**config.mk**
```make
export PLATFORM = sky130hd
export DESIGN_NAME = fifo_wr_arbiter
export DESIGN_NICKNAME = d
export VERILOG_FILES = /design/src/rtl/fifo_wr_arbiter.sv
export SDC_FILE = /design/constraint.sdc
export NUM_CORES = 1
export LEC_CHECK = 0
export BUFFER_PORTS_ARGS = -buffer_cell sky130_fd_sc_hd__buf_2
export CAP_MARGIN = 30
export CORE_ASPECT_RATIO = 0.7
export CORE_MARGIN = 2
export CORE_UTILIZATION = 43
export CTS_CLUSTER_SIZE = 28
export DETAILED_ROUTE_END_ITERATION = 10
export PLACE_DENSITY = 0.8
export SETUP_SLACK_MARGIN = 0.1
export SYNTH_ARGS = -nofsm -noshare
export SYNTH_HDL_FRONTEND = slang
export SYNTH_SLANG_ARGS = --single-unit
```
**constraint.sdc**
```tcl
create_clock -name clk_wr -period 3 [get_ports clk_wr]
set_clock_uncertainty 0.05 [all_clocks]
set_input_delay 0.3 -clock clk_wr [delete_from_list [all_inputs] [get_ports clk_wr]]
set_output_delay 0.3 -clock clk_wr [all_outputs]
set_load 0.05 [all_outputs]
```
**src/rtl/fifo_wr_arbiter.sv**
```systemverilog
// Purpose : write-side controller of the async FIFO; round-robin shares one memory write port among
//           NUM_REQ requesters and owns the binary/Gray write pointer plus the full flags.
// Latency : 0 cycles request-to-write (the handshake edge is the write edge); pointer/flags visible next cycle.
// Backpr. : req_ready is one-hot to the winner and is dropped entirely while wfull=1 or during reset.
//
// Ports: clk_wr/wrst_n (only clock, async active-low reset); req_valid/req_data/req_ready (requester side,
//        requester i on req_data[i*DATA_WIDTH +: DATA_WIDTH]); rptr_gray_sync (read pointer already in
//        this domain); wr_en/waddr/wdata (memory write port); wptr_gray (to read-side synchronizer);
//        wfull/wafull (registered flags); grant_id (winner index, meaningful when wr_en=1).
// Option : define FIFO_WR_ARB_AFULL_EN to build the almost-full flag; otherwise wafull is constant 0.
module fifo_wr_arbiter #(
    parameter int DATA_WIDTH   = 8,
    parameter int ADDR_WIDTH   = 6,
    parameter int NUM_REQ      = 4,
    parameter int AFULL_MARGIN = 4
) (
    input  logic                          clk_wr,
    input  logic                          wrst_n,
    input  logic [NUM_REQ-1:0]            req_valid,
    input  logic [NUM_REQ*DATA_WIDTH-1:0] req_data,
    output logic [NUM_REQ-1:0]            req_ready,
    input  logic [ADDR_WIDTH:0]           rptr_gray_sync,
    output logic                          wr_en,
    output logic [ADDR_WIDTH-1:0]         waddr,
    output logic [DATA_WIDTH-1:0]         wdata,
    output logic [ADDR_WIDTH:0]           wptr_gray,
    output logic                          wfull,
    output logic                          wafull,
    output logic [$clog2(NUM_REQ)-1:0]    grant_id
);

    localparam int IDW = $clog2(NUM_REQ);

    if (NUM_REQ < 2) begin : g_bad_num_req
        $error("fifo_wr_arbiter: NUM_REQ must be at least 2");
    end
    if (AFULL_MARGIN < 0 || AFULL_MARGIN > (2 ** ADDR_WIDTH)) begin : g_bad_margin
        $error("fifo_wr_arbiter: AFULL_MARGIN must lie within 0..depth");
    end

    logic [ADDR_WIDTH:0] wbin;
    logic [ADDR_WIDTH:0] wbin_next;
    logic [ADDR_WIDTH:0] wgray_next;
    logic [IDW-1:0]      rr_ptr;
    logic [IDW-1:0]      rr_next;
    logic [IDW-1:0]      winner;
    logic                any_req;
    logic                full_next;

    // Scan offsets from the far end back towards rr_ptr so the closest valid
    // requester (highest priority) is the last one written and therefore wins.
    always_comb begin
        int           idx;
        logic [IDW-1:0] cand;
        idx    = 0;
        cand   = '0;
        winner = '0;
        for (int k = NUM_REQ - 1; k >= 0; k--) begin
            idx = int'(rr_ptr) + k;
            if (idx >= NUM_REQ) begin
                idx = idx - NUM_REQ;
            end
            cand = IDW'(idx);
            if (req_valid[cand]) begin
                winner = cand;
            end
        end
    end

    always_comb begin
        wdata = '0;
        for (int k = 0; k < NUM_REQ; k++) begin
            if (winner == IDW'(k)) begin
                wdata = req_data[k*DATA_WIDTH +: DATA_WIDTH];
            end
        end
    end

    assign any_req = |req_valid;
    // wrst_n gates the port combinationally so nothing is accepted while reset is held.
    assign wr_en   = any_req & ~wfull & wrst_n;

    always_comb begin
        req_ready = '0;
        if (wr_en) begin
            req_ready[winner] = 1'b1;
        end
    end

    assign waddr    = wbin[ADDR_WIDTH-1:0];
    assign grant_id = winner;

    assign wbin_next  = wbin + {{ADDR_WIDTH{1'b0}}, wr_en};
    assign wgray_next = wbin_next ^ (wbin_next >> 1);
    // Full: write pointer one lap ahead of read pointer; in Gray code that is the
    // read pointer with its two MSBs inverted.
    assign full_next  = (wgray_next == {~rptr_gray_sync[ADDR_WIDTH:ADDR_WIDTH-1],
                                        rptr_gray_sync[ADDR_WIDTH-2:0]});
    assign rr_next    = (winner == IDW'(NUM_REQ - 1)) ? '0 : winner + 1'b1;

    // Pointer and flag are loaded every cycle: with wr_en=0 the next values equal
    // the current pointer, while wfull still follows the moving read pointer.
    always_ff @(posedge clk_wr or negedge wrst_n) begin
        if (!wrst_n) begin
            wbin      <= '0;
            wptr_gray <= '0;
            wfull     <= 1'b0;
            rr_ptr    <= '0;
        end else begin
            wbin      <= wbin_next;
            wptr_gray <= wgray_next;
            wfull     <= full_next;
            if (wr_en) begin
                rr_ptr <= rr_next;
            end
        end
    end

`ifdef FIFO_WR_ARB_AFULL_EN
    localparam logic [ADDR_WIDTH:0] AFULL_THRESH = (ADDR_WIDTH+1)'((2 ** ADDR_WIDTH) - AFULL_MARGIN);

    logic [ADDR_WIDTH:0] rbin;
    logic [ADDR_WIDTH:0] wused;

    // Gray to binary: each binary bit is the XOR of all Gray bits at or above it.
    always_comb begin
        rbin = '0;
        for (int i = 0; i <= ADDR_WIDTH; i++) begin
            rbin[i] = ^(rptr_gray_sync >> i);
        end
    end

    assign wused = wbin_next - rbin;

    always_ff @(posedge clk_wr or negedge wrst_n) begin
        if (!wrst_n) begin
            wafull <= 1'b0;
        end else begin
            wafull <= (wused >= AFULL_THRESH);
        end
    end
`else
    assign wafull = 1'b0;
`endif

endmodule

```
# == Word level (Yosys, flattened, before mapping) ==
# Cells that the tools add are included.
# word_totals
regBits,17
in_bits,45
out_inout_bits,30
elab_cells,59
# classes
n_addsub,9
magnitude_cmp,10
eq_ne,4
mux,24
bitwise,5
reduce_logical,3
# ops
op,n
8-bit two-way mux,4
2-bit two-way mux,9
2-bit by 3-bit less-than comparator with 1-bit output (second input constant),5
3-bit greater-or-equal comparator (second input constant),3
1-bit binary-select mux with 2-bit select,4
2-bit by 1-bit subtractor with 2-bit output (second input constant),4
7-bit by 1-bit adder with 7-bit output,1
7-bit equality test,1
7-bit by 6-bit bitwise XOR with 7-bit output,1
2-bit by 2-bit adder with 3-bit output (second input constant),2
1-bit two-way mux,5
2-bit equality test (second input constant),2
4-bit two-way mux,1
4-bit OR reduction,1
2-bit by 1-bit adder with 3-bit output (second input constant),1
2-bit by 3-bit greater-or-equal comparator with 1-bit output (second input constant),1
2-bit by 1-bit adder with 2-bit output (second input constant),1
1-bit AND,2
1-bit demux with 2-bit select,1
2-bit by 1-bit equality test with 1-bit output (second input constant),1
2-bit by 1-bit greater-or-equal comparator with 1-bit output (second input constant),1
2-bit zero test,1
2-bit inverter,1
1-bit logical AND,1
1-bit inverter,1

# == Longest topological paths before layout ==
# logic_depth
ltp_word,14
ltp_mapped,11
mapped_depth_nobuf,10

# == Worst setup path after synthesis ==
# Ideal clock, no wire load.
# synth_path
path_kind,flip-flop to flip-flop
start,reg wfull
end,reg wfull
setup_ns,0.096
t_arrival_ns,3.987
required_time_ns,2.854
slack_ns,-1.133
stages_incl_launch_ff,9
n_path_buf,0
synth_period_minus_slack_ns,4.133
path_cell_list,dfrtp_1 nor3b_1 ha_1 ha_1 xnor2_2 xnor2_1 or3_1 a211o_1 nor4_2
# synth_via
elab_chain_len,6
# synth_lines
item,line_no,text
from (decl),27,"output logic wfull,"
from (signal assigned),112,wfull <= full_next;
1-bit inverter,81,assign wr_en = any_req & ~wfull & wrst_n;
1-bit AND (2 in series),81,
named net wr_en,23,"output logic wr_en,"
7-bit by 1-bit adder with 7-bit output,93,"assign wbin_next = wbin + {{ADDR_WIDTH{1'b0}}, wr_en};"
7-bit by 6-bit bitwise XOR with 7-bit output,94,assign wgray_next = wbin_next ^ (wbin_next >> 1);
7-bit equality test,97,"assign full_next = (wgray_next == {~rptr_gray_sync[ADDR_WIDTH:ADDR_WIDTH-1],"
named net full_next,48,logic full_next;
# The timed path passes the listed nets, and every way through them passes these cells.
# A chain may end at the register's enable or synchronous reset.

# == Worst setup path after layout ==
# layout_path
start,reg rr_ptr[1]
end,out wdata[4]
# layout_via
elab_chain_len,14
word_cells_on_any_way,35
classes_between,add/sub: 7; order compare: 4; eq/ne: 3; mux: 20; reduce/logical: 1
# layout_lines
item,line_no,text
from (decl),44,logic [IDW-1:0] rr_ptr;
from (signal assigned),114,rr_ptr <= rr_next;
2-bit by 2-bit adder with 3-bit output,59,idx = int'(rr_ptr) + k;
3-bit greater-or-equal comparator or 2-bit by 1-bit subtractor with 2-bit output (tied branches),"60, 61",
2-bit two-way mux,60,if (idx >= NUM_REQ) begin
1-bit binary-select mux with 2-bit select,64,if (req_valid[cand]) begin
1-bit two-way mux (not written as such),64,
2-bit two-way mux (3 in series),64,
2-bit two-way mux *,64,
2-bit zero test,73,if (winner == IDW'(k)) begin
8-bit two-way mux (3 in series),73,
8-bit two-way mux *,73,
to (decl),25,"output logic [DATA_WIDTH-1:0] wdata,"
# Every way passes the cells marked *; elsewhere a longest branch is shown, timed or not. The select of a mux whose other input is x is not followed.

==> summary.txt <==
Place
  • Port Buffers: between 70 and 80
  • DP HPWL: 2821 um
  • Final RePlAce weighted congestion: 0.8455

STA
  • Setup violators final: 0
  • Setup TNS: 0 ps
  • Slew HR: 0.6596
  • Final period utilization: 0.9244
  • Hold Slack: 365.1 ps
  • Fin crit period: roughly 2800 ps
  • Final hold violations: 0
  • Final slew viol count: 0
  • Unrepaired setup endpoints after global routing: true
  • Worst-margin pin slew: 510.7 ps
  • Achievable Freq: ~360 MHz

Routing
  • DRT Wirelength: about 3400 um
  • Top layer in use: met4
  • Drt first pass iters: 4
  • Drt initial violations: 80
  • DR DRC count: 0
  • WL per Instance: 13.47 um
  • Via count: 1272
  • M1 WL: 1678 um
  • Met3 wire len: 141 um
  • Number of nets still failing antenna checks after routing: 0
  • Met2 WL post-DR: approximately 1600 um
  • Vias per std cell: 4.988

Floorplanning
  • Core area: 2803 um^2
  • Die area: 3411 um^2
  • Placement Rows: 16
  • Die Y: 49.47 um
  • Starting density of the core: 0.4531
  • Die X: 68.96 um
  • I/O pins: 75

Global routing
  • Largest net degree at the start of global routing: 18
  • Total track usage: 0.2099
  • Total global routing overflow: 0
  • Vias in the first global route: 1120
  • Initial antenna violation count: 0
  • First-pass GRT wire length: approximately 5400 um

Yosys
  • Warnings from Yosys: 0
  • Most area-hungry cell type in the Yosys netlist: dfrtp_1
  • Share of the synthesized area in the top cell type: 0.3153
  • Post-Synth XOR/XNOR Area: 0.1901
  • Mapped Area: 1270 um^2
  • Sequential area share after synthesis: 0.3153
  • Post-synthesis simple-gate area fraction: 0.1714
  • Net Count, Synth: 196
  • Ys async rst share: 1.000
  • Synth Area in Adders: 0.06897
  • Largest family of logic cells by synthesized area: XOR/XNOR gates
  • Post-synthesis compound-gate area fraction: 0.1754
  • Top cells by area, synth: dfrtp_1 32%, xnor2_1 9.7%, ha_1 6.9%
  • Cells after synthesis: 144
  • Primary FF master, synth: dfrtp_1
  • EDFF count, synth: 0
  • Post-synth cell types: 35
  • Top post-synthesis cells by count: 16 x dfrtp_1, 16 x nand2_1, 14 x xnor2_1
  • Synthesis-stage register bit count: 16
  • Syn_area_per_cell: 8.819 um^2
  • Mux contribution to synthesized area: 0.02562

Power and ir drop
  • Cell-internal power: 0.9378 mW
  • Pwr/cell area: roughly 1200 nW/um^2
  • Switching part of the total power: 0.5658
  • Clock power share: 0.077
  • Logic pwr share: 0.723
  • NetSw: approximately 1.2 mW
  • Pleak: a little over 0.9 nW
  • Sequential share of power: 0.201
  • Maximum vdd drop: 0.0005704 V

Setup path
  • R2R Path Start: wfull
  • Critical path peak fanout: 10
  • Crit path top cell by count: a21oi_1
  • CP startpoint: rr_ptr[1]
  • CP Launch Type: flip-flop
  • Largest stage delay, worst path: 440 ps
  • Critical Path Sink Type: output port
  • Critical-path cell list: nor3b_1 -> a21oi_1 -> o21ai_0 -> inv_1 -> ha_1 -> buf_4 -> a22oi_1 -> nor2_1 -> a21oi_1 -> o21ai_2 -> buf_2
  • Type of the worst setup path: reg -> out
  • Slowest cell on the critical path: dfrtp_2
  • CP required: 2650 ps
  • Crit path DAT: 2420 ps

Worst hold path
  • Hold path startpoint: rptr_gray_sync[4]
  • Worst hold path type: in -> reg

Finish
  • Layout cells sized above 1: 0.4475
  • Antenna diodes: 0
  • Final-stage net count: around 270
  • Synth-to-Final Area Change: 41.87%
  • # fillers: 237

Clock tree
  • Num CTS Buffers: 3
  • H-Tree Depth: 1
  • Clock Path Buffers: 2
  • Skew-Pair Late Insertion Delay: about 250 ps
  • CTS sink count: 16
  • Root Driver: clkbuf_8
  • Postcts setup bufs: 0
  • CTS tree: yes
  • Worst-path clk slew: ~60 ps

Status
  • Status: finished clean

Run
  • Max cap viols: 0
[layout by cell type, fill, tap and decap left out, drive strengths merged, types with 2 or more instances in the layout]
cell and n:
a22oi 7, mux2 2, clkbuf 9, or3 2, xnor3 3, a21oi 13
nor4 2, dfrtp 16, buf 74, xor2 4, ha 7, nand2 16
nor2 10, and2 4, a21boi 2, xnor2 15, nand3 4, inv 5
o21ai 10, nor3b 2
[area by class of cell]
type	instances	area [um^2]	share of cell area
clock buffers	4	45.04	0.02500
flip-flops and latches	16	402.9	0.2236
well taps	36	45.04	0.02500
repair buffers	80	435.4	0.2417
inverters	5	18.77	0.01042
multi-input cells	114	854.6	0.4743
[timing repair]
action / in CTS / in global routing
resized for setup: 1 / 9
hold buffers: 1 / 0
hold endpoints to repair: 16 / 0
endpoints found under the setup margin: 7 / 8
[per-layer routing]
layer	up-vias	track usage
met4	0	0.02941
li1	651	-
met3	2	0.05479
met2	28	0.3077
met5	-	0
met1	591	0.3161
[worst max-delay path, delay by kind of cell (launching register included)]
kind,cells,cell delay [ps]
AO/OA/AOI/OAI,5,650
buffers and inverters,3,540
flip-flops,1,440
AND/OR/NAND/NOR,2,270
adder cells (fa/ha/maj),1,260
[logic make-up (layout without fill, tap and decap cells)]
group                      Yosys count  in the layout
AOI/OAI and AO/OA                   37             37
xor gates and xnor gates            22             22
DFF                                 16             16
and+or+nand+nor                     44             44
other                                1              1
adders and majority gates            7              7
buffers and inverters               14             89
muxes                                3              3
[path summary, 6_finish.rpt]
check                                 end  slack, ps  cells after the start
worst max-delay path             wdata[4]        230                     11
worst min-delay path                wfull        370                      3
worst max register to register      wfull        370                      8
worst min register to register    wbin[6]        530                      1
max in group asynchronous       rr_ptr[1]       2160                      3
min in group asynchronous         wbin[6]        530                      3
[power groups by stage]
| stage | clock [mW] | sequential (mW) | combinational [mW] |
|---|---|---|---|
| after floorplan | 0 | 0.671 | 0.975 |
| after global placement | 0 | 0.430 | 1.51 |
| final | 0.165 | 0.433 | 1.56 |
| after CTS | 0.174 | 0.431 | 1.54 |
| after detailed placement | 0 | 0.434 | 1.53 |
| after global routing | 0.184 | 0.451 | 1.67 |
[through the flow]
step,instances,utilization,area (um^2),worst slack [ps],power [mW]
global placement,250,0.6147,1723,231.4,1.943
detailed placement,250,0.6147,1723,81.85,1.963
CTS,255,0.6353,1780,120.3,2.141
finish,255,0.6429,1802,226.7,2.160
floorplan,144,-,1313,-42.75,1.646
global route,255,0.6429,1802,82.24,2.305
[flip-flops by register name, summed over array words and instances, names as in the netlist]
register,cells
rr_ptr,2
wbin,7
wfull,1
wptr_gray,6
Note: power is estimated with default switching activity, not from simulation.
